### src/rtl/ifetch_unit.sv
// ifetch_unit: instruction fetch front-end with credit-limited requests, response FIFO and redirect flush
module ifetch_unit #(
  parameter logic [31:0] RESET_PC = 32'h00400000,
  parameter int DEPTH = 4
) (
  input  logic        clk,
  input  logic        rst,
  output logic        mem_req,
  output logic [31:0] mem_addr,
  input  logic        mem_gnt,
  input  logic        mem_rvalid,
  input  logic [31:0] mem_rdata,
  input  logic        redirect_valid,
  input  logic [31:0] redirect_pc,
  output logic        instr_valid,
  output logic [31:0] instr,
  output logic [31:0] instr_pc,
  input  logic        instr_ready
);
  localparam int AW = $clog2(DEPTH);
  localparam int CW = AW + 1;
  logic [31:0] fetch_pc, resp_pc;
  logic [CW-1:0] outstanding, drop, count;
  logic [AW-1:0] rptr, wptr;
  logic [31:0] buf_pc [DEPTH];
  logic [31:0] buf_instr [DEPTH];
  logic [CW:0] credit;
  logic grant, accept, push, pop;
  assign mem_addr = fetch_pc;
  assign instr_valid = count != '0;
  assign instr = buf_instr[rptr];
  assign instr_pc = buf_pc[rptr];
  // per-cycle handshake qualifiers; requests are capped so buffered plus in-flight never exceeds DEPTH
  always_comb begin
    credit = {1'b0, count} + {1'b0, outstanding};
    mem_req = !rst && !redirect_valid && (credit < (CW+1)'(DEPTH));
    grant = mem_req && mem_gnt;
    accept = mem_rvalid && (outstanding != '0);
    push = accept && (drop == '0);
    pop = instr_valid && instr_ready;
  end
  // PCs, in-flight/drop counters and FIFO pointers; redirect flushes and marks in-flight responses stale
  always_ff @(posedge clk) begin
    if (rst) begin
      fetch_pc <= RESET_PC;
      resp_pc <= RESET_PC;
      outstanding <= '0;
      drop <= '0;
      count <= '0;
      rptr <= '0;
      wptr <= '0;
    end else if (redirect_valid) begin
      fetch_pc <= {redirect_pc[31:2], 2'b00};
      resp_pc <= {redirect_pc[31:2], 2'b00};
      outstanding <= outstanding - CW'(accept);
      drop <= outstanding - CW'(accept);
      count <= '0;
      rptr <= '0;
      wptr <= '0;
    end else begin
      if (grant) fetch_pc <= fetch_pc + 32'd4;
      if (push) resp_pc <= resp_pc + 32'd4;
      outstanding <= outstanding + CW'(grant) - CW'(accept);
      if (accept && drop != '0) drop <= drop - CW'(1);
      if (push) wptr <= wptr + AW'(1);
      if (pop) rptr <= rptr + AW'(1);
      count <= count + CW'(push) - CW'(pop);
    end
  end
  // FIFO storage of {pc, instr} for accepted, non-stale responses
  always_ff @(posedge clk) begin
    if (!rst && !redirect_valid && push) begin
      buf_pc[wptr] <= resp_pc;
      buf_instr[wptr] <= mem_rdata;
    end
  end
endmodule

### config.mk
export PLATFORM = sky130hd
export DESIGN_NAME = ifetch_unit
export DESIGN_NICKNAME = d
export VERILOG_FILES = /design/src/rtl/ifetch_unit.sv
export SDC_FILE = /design/constraint.sdc
export NUM_CORES = 1
export LEC_CHECK = 0
export BUFFER_PORTS_ARGS = -buffer_cell sky130_fd_sc_hd__buf_2
export CAP_MARGIN = 10
export CORE_AREA = 2 2 150 152
export CTS_CLUSTER_DIAMETER = 200
export DETAILED_ROUTE_END_ITERATION = 12
export DIE_AREA = 0 0 152 154
export GPL_TIMING_DRIVEN = 0
export MAX_ROUTING_LAYER = met4
export PLACE_DENSITY = 0.89
export SLEW_MARGIN = 10
export SYNTH_ARGS = -nofsm -noshare
export SYNTH_HDL_FRONTEND = slang
export SYNTH_SLANG_ARGS = --single-unit
### constraint.sdc
create_clock -name clk -period 6.81 [get_ports clk]
set_clock_uncertainty 0.2 [all_clocks]
set_input_delay 1.362 -clock clk [delete_from_list [all_inputs] [get_ports clk]]
set_output_delay 1.362 -clock clk [all_outputs]
set_load 0.02 [all_outputs]
==> impl_metrics.tcl, run 1 <==
set metrics [dict create \
    seq_area_frac_synth_pct 67.5 \
    irDropWorstVdd_v 0.000178 \
    cap_violations 0 \
    max_freq_mhz 219 \
    numCtsBuffers 30 \
    vias 8309 \
    end_kind "output pin" \
    power_mw 4.41 \
    fp.dieH_um 154 \
    grt_max_degree 57 \
    hold_end "wptr[1]" \
    dieArea_mm2 0.0234 \
    clockRootBuffer "clkbuf_16" \
    timing.rr.start "outstanding[2]" \
    p_leak_nw 5.32 \
    timing.final.crit_period_ns 4.57 \
    p_seq_share_pct 51.6 \
    synth_area_mm2 0.0133 \
    pwr-share-clk_pct 36.0 \
    wire_per_inst_um 22.7 \
    wl_um 30900 \
    switching_share_pct 24.8 \
    clock_latency_ns 0.54 \
    grt_pass1_vias 8363 \
    setup_violations 0 \
    finalHoldViolCount 0 \
    syn_avg_cell_area_um2 15.4 \
    slew_headroom_pct 25.1 \
    syn2layout_area_growth_pct 16.7 \
    final_common_cell "edfxtp_1" \
    timing.setup.tns_ns 0 \
    rows 54 \
    yosys_warnings 0 \
    num_io_pins 168 \
    gr-total-overflow 0 \
    period_share_pct 67.1 \
    postCtsResizedCells 0 \
    hold_class "register to register" \
    layout_common_cells "248 x edfxtp_1, 169 x buf_2, 75 x dfxtp_1, 62 x mux4_2, 46 x nand2_1" \
    reg2reg_to "outstanding[2]" \
    maxSlewViolCount 0 \
    firstDrtPassIters 5 \
    cp.required_ns 5.25 \
    p_int_mw 3.32 \
    synth_top_flop_cell "edfxtp_1" \
    clkTransAtPathRegs_ns 0.06 \
    whs_path_depth 2 \
    rsz0062_at_grt "no" \
    r2r_slack_ns 3.06 \
    drt-vias-per-instance 6.10 \
    core_area_mm2 0.0217 \
    grt_usage_pct 27.4 \
    p_sw_mw 1.09 \
    hpwl_um 20500 \
    place_congestion 0.924 \
    ys_seq_elements 323 \
    cts_hold_buf 0 \
    cts_tree "built" \
    grt_pass1_wl_um 48100 \
    synth_edf_count 248 \
    cts_setup_buffers 0 \
    hp-start "wptr[1]" \
    initial_core_util_pct 61.2 \
    crit_fanout 10 \
    async_flop_share_pct 0 \
    p_per_area_mw_per_mm2 285 \
    startpoint_type "register" \
    cp.arrival_ns 3.01 \
    drive_gt1_share_pct 28.1 \
    path_class "register to output pin" \
    cts_max_path_buffers 3 \
    syn_inst 860 \
    ant_nets 0 \
    cts_max_level 1 \
    initialDrtViolationCount 840 \
    nets 1147 \
    p_comb_share_pct 12.4 \
    drc_errors 0 \
    fill_cells 1377 \
    ff2ff_path_depth 15 \
    worst_pin_slew_ns 1.11 \
    fp.dieW_um 152 \
    status "finished, final reports clean" \
    cts_sinks 323 \
    numPortBuffers 160 \
    ys_types 59 \
    antenna_found_initial 2 \
]
## sequential cells by signal, indices dropped and copies added (netlist names), named ones only
name         cells
outstanding      3
rptr             2
buf_pc         120
drop             3
buf_instr      128
count            3
wptr             2
resp_pc         30
mem_addr        30
## critical path: stages, from the launching register on
cell	delay (ns)
dfxtp_1	0.32
clkbuf_1	0.47
buf_1	0.81
mux4_2	0.66
buf_2	0.19
## power by group through the flow
| stage | combinational [mW] | clock [mW] | sequential, mW |
|---|---|---|---|
| floorplan | 0.352 | 0 | 2.31 |
| global placement | 0.517 | 0 | 2.31 |
| detailed placement | 0.537 | 0 | 2.31 |
| CTS | 0.547 | 1.61 | 2.27 |
| global route | 0.597 | 1.69 | 2.28 |
| finish | 0.548 | 1.59 | 2.28 |
## cells by family (layout without fill, tap and decap cells)
kind of cell / count (synthesis) / count (layout) / share of synthesized area (%)
buf+inv: 81 / 299 / 2.55
other cells: 1 / 6 / 0.0283
compound gates: 116 / 116 / 5.57
xor+xnor: 45 / 45 / 2.97
simple gates: 212 / 212 / 8.92
mux: 64 / 64 / 10.7
flops: 323 / 323 / 67.5
fa+ha+maj: 18 / 18 / 1.81
## routing by layer
metal	part of all wire [%]	GRT usage (%)	vias up
met5	0	-	-
met1	40	37.8	4069
met2	49	44.4	478
li1	-	-	3722
met3	9.0	3.69	40
met4	1.5	6.05	0
## through the flow
| step | instance area [um^2] | utilization [%] | worst slack, ns | hold WS, ns | std cells |
|---|---|---|---|---|---|
| final | 15500 | 71.4 | 2.24 | 0.297 | 1363 |
| after global routing | 15500 | 71.4 | 2.02 | 0.331 | 1363 |
| after CTS | 15500 | 71.4 | 2.13 | 0.305 | 1361 |
| after detailed placement | 14500 | 67.0 | 2.05 | 0.297 | 1307 |
| after global placement | 14400 | 66.5 | 1.38 | 0.283 | 1303 |
| after floorplan | 13300 | - | 2.56 | 0.269 | 863 |
## layout make-up
class,count,area (um^2),area share (%)
Buffer,47,210,1.36
Multi-Input combinational cell,459,4010,25.9
Inverter,34,128,0.824
Antenna cell,2,5.00,0.0323
Timing Repair Buffer,164,896,5.79
Tap cell,280,350,2.26
Sequential cell,323,8950,57.8
Clock buffer,41,845,5.46
Clock inverter,13,92.6,0.598
## worst max-delay path by stage
stage | to | cells past startpoint
global route | instr[18] | 4
global placement | buf_instr[0][25] | 4
floorplan | outstanding[2] | 15
detailed placement | outstanding[2] | 15
CTS | instr[18] | 4
finish | instr[18] | 4
## cells in the mapped netlist, drive strengths merged, types with 17 or more instances
master / number / area share [%]
a21oi: 29 / 1.1
a31oi: 17 / 0.80
buf: 21 / 0.85
clkbuf: 26 / 0.74
dfxtp: 75 / 11
edfxtp: 248 / 56
inv: 34 / 0.96
mux4: 62 / 11
nand2: 46 / 1.3
nand3: 22 / 0.83
nand4: 21 / 1.0
nor2: 42 / 1.2
nor3: 20 / 0.94
o21ai: 20 / 0.75
xnor2: 36 / 2.4
No activity file was read; power rests on OpenSTA's default activity.
==> run 2, diff against run 1 <==
Settings changed: ABC_AREA set to 1, CORE_AREA 2 2 150 152 to 2 2 166 168, DIE_AREA 0 0 152 154 to 0 0 168 170, PLACE_DENSITY 0.89 to 0.82.
Clock period 6.81 ns to 3.8 ns, I/O delays scaled along.
==> run 2 against run 1 <==
Routed wire length grew 18%. Critical path type unchanged. Combinational power is 59% higher. Sequential power grew 79%. Non-clock buffer count up 21. Critical path depth up 2. Register-to-register slack worse by 2.6 ns.
==> impl_metrics.tcl, run 2 <==
set metrics [dict create \
    fp.dieW_um 168 \
    reg2reg_to "buf_instr[1][8]" \
    rsz0062_at_grt "no" \
    grt_pass1_vias 10675 \
    path_class "register to output pin" \
    final_common_cell "nand2_1" \
    firstDrtPassIters 5 \
    num_io_pins 168 \
    synth_edf_count 248 \
    wire_per_inst_um 18.6 \
    nets 1688 \
    r2r_slack_ns 0.47 \
    slew_headroom_pct 48.8 \
    p_per_area_mw_per_mm2 487 \
    antenna_found_initial 0 \
    synth_area_mm2 0.0140 \
    fin_area_mm2 0.0165 \
    ant_nets 0 \
    yosys-top-cells-area "edfxtp_1 53%, dfxtp_1 11%, nand2_1 6.7%, nor2_1 6.1%, o21ai_0 5.8%" \
    cts_hold_buf 0 \
    timing.final.crit_period_ns 3.57 \
    cts_max_level 1 \
    drt-vias-per-instance 5.67 \
    drc_errors 0 \
    syn2layout_area_growth_pct 17.7 \
    max_freq_mhz 280 \
    cts_tree "built" \
    dp_cells 1909 \
    synth_top_flop_cell "edfxtp_1" \
    ys_seq_elements 323 \
    whs_path_depth 1 \
    hold_class "primary input to register" \
    clockRootBuffer "clkbuf_16" \
    ys_types 39 \
    largest_reg_flops 128 \
    cp.required_ns 2.84 \
    top_regs "buf_instr (128), buf_pc (120)" \
    clkTransAtPathRegs_ns 0.06 \
    dieArea_mm2 0.0286 \
    worst_pin_slew_ns 0.767 \
    layout_common_cells "250 x nand2_1, 248 x edfxtp_1, 225 x nor2_1, 165 x buf_2, 163 x o21ai_0" \
    grt_max_degree 28 \
    netlist_top_cells_count "250 x nand2_1, 248 x edfxtp_1, 229 x nor2_1" \
    cts_setup_buffers 0 \
    seq_area_frac_synth_pct 63.7 \
    hpwl_um 24900 \
    core_area_mm2 0.0267 \
    initial_core_util_pct 52.7 \
    gr-total-overflow 0 \
    place_congestion 0.914 \
    synth.most_common_cell "nand2_1" \
    startpoint_type "register" \
    syn_inst 1397 \
    async_flop_share_pct 0 \
    crit_fanout 10 \
    synth_top_area_share_pct 53.0 \
    initialDrtViolationCount 1214 \
    status "finished, final reports clean" \
    hold_end "buf_instr[1][25]" \
    period_share_pct 94.0 \
    timing.rr.start "drop[0]" \
    fin_cells 1966 \
    largest_register "buf_instr" \
    power_mw 8.05 \
    numCtsBuffers 31 \
    finalHoldViolCount 0 \
    numPortBuffers 160 \
    yosys_warnings 0 \
    p_leak_nw 6.26 \
    cts_sinks 323 \
    vias 11150 \
    grt_pass1_wl_um 56200 \
    setup_violations 0 \
    synth_area_leader_cell "edfxtp_1" \
    fp.dieH_um 170 \
    cts_max_path_buffers 3 \
    rows 60 \
    clock_latency_ns 0.55 \
    place_area_mm2 0.0155 \
    hp-start "mem_rdata[25]" \
    wl_um 36500 \
    syn_avg_cell_area_um2 10.1 \
    end_kind "output pin" \
    ff2ff_path_depth 12 \
    grt_usage_pct 26.0 \
    drive_gt1_share_pct 15.9 \
    irDropWorstVdd_v 0.000389 \
    maxSlewViolCount 0 \
    cp.arrival_ns 2.61 \
    cap_violations 0 \
]
-- run 2: logic make-up after synthesis --
kind of cell    after synthesis  synth area share, %
buf+inv                     158                 4.62
compound gates              302                 11.8
xor+xnor                     23                 1.43
flops                       323                 63.7
fa+ha+maj                    18                 1.71
other cells                   1               0.0267
simple gates                572                 16.7
-- run 2: critical path, cell delays in order (launching register included) --
cell and delay, ns:
dfxtp_1 0.46, inv_1 0.30, buf_2 0.30, clkbuf_1 0.45, nor2_1 0.09, o22ai_1 0.24, buf_2 0.21
-- run 2: area by class of cell --
class | instances | area, um^2
Timing Repair Buffer | 168 | 961
Antenna cell | 1 | 2.50
Multi-Input combinational cell | 919 | 4490
Buffer | 64 | 299
Clock buffer | 46 | 903
Tap cell | 341 | 427
Clock inverter | 11 | 141
Fill cell | 2075 | 10100
Inverter | 93 | 354
Sequential cell | 323 | 8950
-- run 2: routing by layer --
metal | global-route usage [%] | vias up | share of wire, %
li1 | - | 5229 | -
met1 | 33.5 | 5225 | 40
met2 | 43.1 | 619 | 48
met3 | 3.53 | 77 | 9.5
met4 | 8.43 | 0 | 2.9
met5 | - | - | 0
-- run 2: how the worst max path moves through the flow --
stage / startpoint / slack, ns / end / depth (start not counted)
finish: register / 0.23 / instr[6] / 6
global route: register / 0.10 / instr[11] / 6
CTS: register / 0.006 / instr_pc[19] / 6
detailed placement: redirect_valid / 0.31 / buf_instr[1][4] / 9
global placement: redirect_valid / -3.25 / buf_instr[0][4] / 7
floorplan: redirect_valid / -0.94 / buf_instr[0][0] / 7
-- run 2: timing repair --
action                                  CTS  global route
resized for setup                         3             6
endpoints found under the setup margin   26            26
cloned                                    0             0
-- run 2: report_power, final --
group | switching (mW) | internal (mW) | total (mW)
clock | 1.27 | 1.85 | 3.12
sequential | 0.138 | 3.93 | 4.07
combinational | 0.578 | 0.293 | 0.870
-- run 2: through the flow --
step           TNS [ns]  hold slack, ns  utilization [%]  setup WS (ns)
3_3_place_gp    -786.71           0.250             57.3          -3.25
3_5_place_dp          0           0.254             58.1          0.309
4_1_cts               0           0.209             62.0        0.00592
6_report              0           0.225             62.0          0.229
2_1_floorplan   -232.94           0.236                -         -0.939
5_1_grt               0           0.215             62.0          0.100
==> run 3, diff against run 2 <==
Settings changed: BUFFER_PORTS_ARGS -buffer_cell sky130_fd_sc_hd__buf_2 to not set, CORE_AREA 2 2 166 168 to 2 2 160 162, DIE_AREA 0 0 168 170 to 0 0 162 164, DONT_BUFFER_PORTS set to 1, PLACE_DENSITY 0.82 to 0.81.
==> run 3 against run 2 <==
First-iteration DRC count shrank 14%. Highest routed layer unchanged. Non-clock buffer count decreased by 158. Worst setup slack worse by 0.090 ns. Largest cell class unchanged.
==> impl_metrics.tcl, run 3 (synthesized netlist as in run 2, its figures left out) <==
set metrics [dict create \
    status "finished, final reports clean" \
    period_share_pct 96.3 \
    path_depth 5 \
    layout_common_cells "250 x nand2_1, 248 x edfxtp_1, 225 x nor2_1, 163 x o21ai_0, 90 x inv_1" \
    cap_violations 0 \
    path_buf_inv 3 \
    cpLargestDelayFamily "buffers and inverters" \
    antenna_cells 0 \
    hold_class "primary input to register" \
    r2r_slack_ns 0.44 \
    p_leak_nw 5.61 \
    ant_nets 0 \
    worstPathCellList "inv_1, buf_2, clkbuf_1, nor2_1, o22ai_1" \
    clkTransAtPathRegs_ns 0.07 \
    dieArea_mm2 0.0266 \
    cts_setup_buffers 0 \
    grt_usage_pct 26.9 \
    slowest_delay_ns 0.51 \
    cts_tree "built" \
    critPathCapture "instr[14]" \
    drt-vias-per-instance 5.88 \
    initial_core_util_pct 56.6 \
    grt_pass1_vias 10310 \
    timing.rr.start "drop[0]" \
    fp.dieH_um 164 \
    final_common_cell "nand2_1" \
    use_met3_pct 7.12 \
    worst_pin_slew_ns 0.889 \
    startpoint_type "register" \
    firstDrtPassIters 6 \
    irDropWorstVdd_v 0.000352 \
    wl_um 35000 \
    wire_per_inst_um 19.5 \
    gr-total-overflow 0 \
    place_area_mm2 0.0148 \
    whs_path_depth 0 \
    cts_sinks 323 \
    grt_pass1_wl_um 53800 \
    hpwl_um 23600 \
    syn2layout_area_growth_pct 12.3 \
    slew_headroom_pct 40.7 \
    grt_max_degree 27 \
    fp.dieW_um 162 \
    cp.required_ns 2.84 \
    nets 1529 \
    drive_gt1_share_pct 7.18 \
    initialDrtViolationCount 1041 \
    grt_use_met1_pct 32.2 \
    p_per_area_mw_per_mm2 486 \
    clock_latency_ns 0.56 \
    rows 58 \
    fin_cells 1793 \
    ff2ff_path_depth 13 \
    numCtsBuffers 30 \
    place_congestion 0.979 \
    rsz0062_at_grt "no" \
    clockRootBuffer "clkbuf_16" \
    drc_errors 0 \
    setup_violations 0 \
    cts_hold_buf 0 \
    end_kind "output pin" \
    largest_register "buf_instr" \
    antenna_found_initial 0 \
    reg2reg_to "buf_pc[2][20]" \
    cp.arrival_ns 2.70 \
    crit_fanout 10 \
    num_io_pins 168 \
    core_area_mm2 0.0248 \
    top_regs "buf_instr (128), buf_pc (120)" \
    maxSlewViolCount 0 \
    path_class "register to output pin" \
    grt_use_met2_pct 43.4 \
    cpMaxStageDelayCell "o22ai_1" \
    timing.final.crit_period_ns 3.66 \
    grt_busiest_layer "met2" \
    cts_max_path_buffers 3 \
    max_freq_mhz 273 \
    largest_reg_flops 128 \
    dp_cells 1740 \
    cts_max_level 1 \
    finalHoldViolCount 0 \
    numPortBuffers 0 \
    vias 10535 \
    fin_area_mm2 0.0158 \
]
-- run 3: changes by cell type in the layout (fill, tap and decap cells not counted), sizes merged --
| cell | delta |
|---|---|
| bufinv | -1 |
| diode | -1 |
| clkinv | +8 |
| clkbuf | -8 |
| clkinvlp | -2 |
| buf | -158 |
-- run 3: worst min-delay path by stage --
stage	startpoint	end
5_1_grt	mem_rdata[18]	buf_instr[0][18]
4_1_cts	mem_rdata[19]	buf_instr[3][19]
2_1_floorplan	rptr[1]	register
3_3_place_gp	rptr[1]	rptr[1]
6_report	mem_rdata[19]	buf_instr[2][19]
3_5_place_dp	rptr[1]	rptr[1]
-- run 3: power breakdown --
group	internal (mW)	switching, mW
clock	1.59	1.26
combinational	0.222	0.507
sequential	3.93	0.166
-- run 3: area by class of cell --
| class | count | area (um^2) |
|---|---|---|
| buffer | 64 | 299 |
| clock buffer | 38 | 781 |
| clock inverter | 16 | 154 |
| fill | 1897 | 9040 |
| inverter | 93 | 354 |
| multi-input combinational | 919 | 4570 |
| sequential | 323 | 8950 |
| tap | 330 | 413 |
| timing repair buffer | 10 | 260 |
-- run 3: layer usage --
layer | part of all wire (%) | wire length (um)
met5 | 0 | 0
met4 | 4.1 | 1450
met3 | 12 | 4150
met2 | 47 | 16400
met1 | 37 | 13000
-- run 3: through the flow --
step           worst slack [ns]  hold WS (ns)  utilization (%)  total power, mW  setup TNS [ns]
3_5_place_dp              0.332         0.263             59.5             4.88               0
2_1_floorplan            -0.939         0.236                -             4.65         -232.94
4_1_cts                 0.00969        0.0621             63.5             7.67               0
6_report                  0.139        0.0719             63.6             7.67               0
3_3_place_gp              -3.12         0.253             58.3             4.84         -759.67
5_1_grt                  0.0529        0.0611             63.6             7.91               0
-- run 3: repair_timing --
action	in CTS	in global routing
endpoints found under the setup margin	37	46
resized for setup	12	10
hold endpoints to repair	0	0
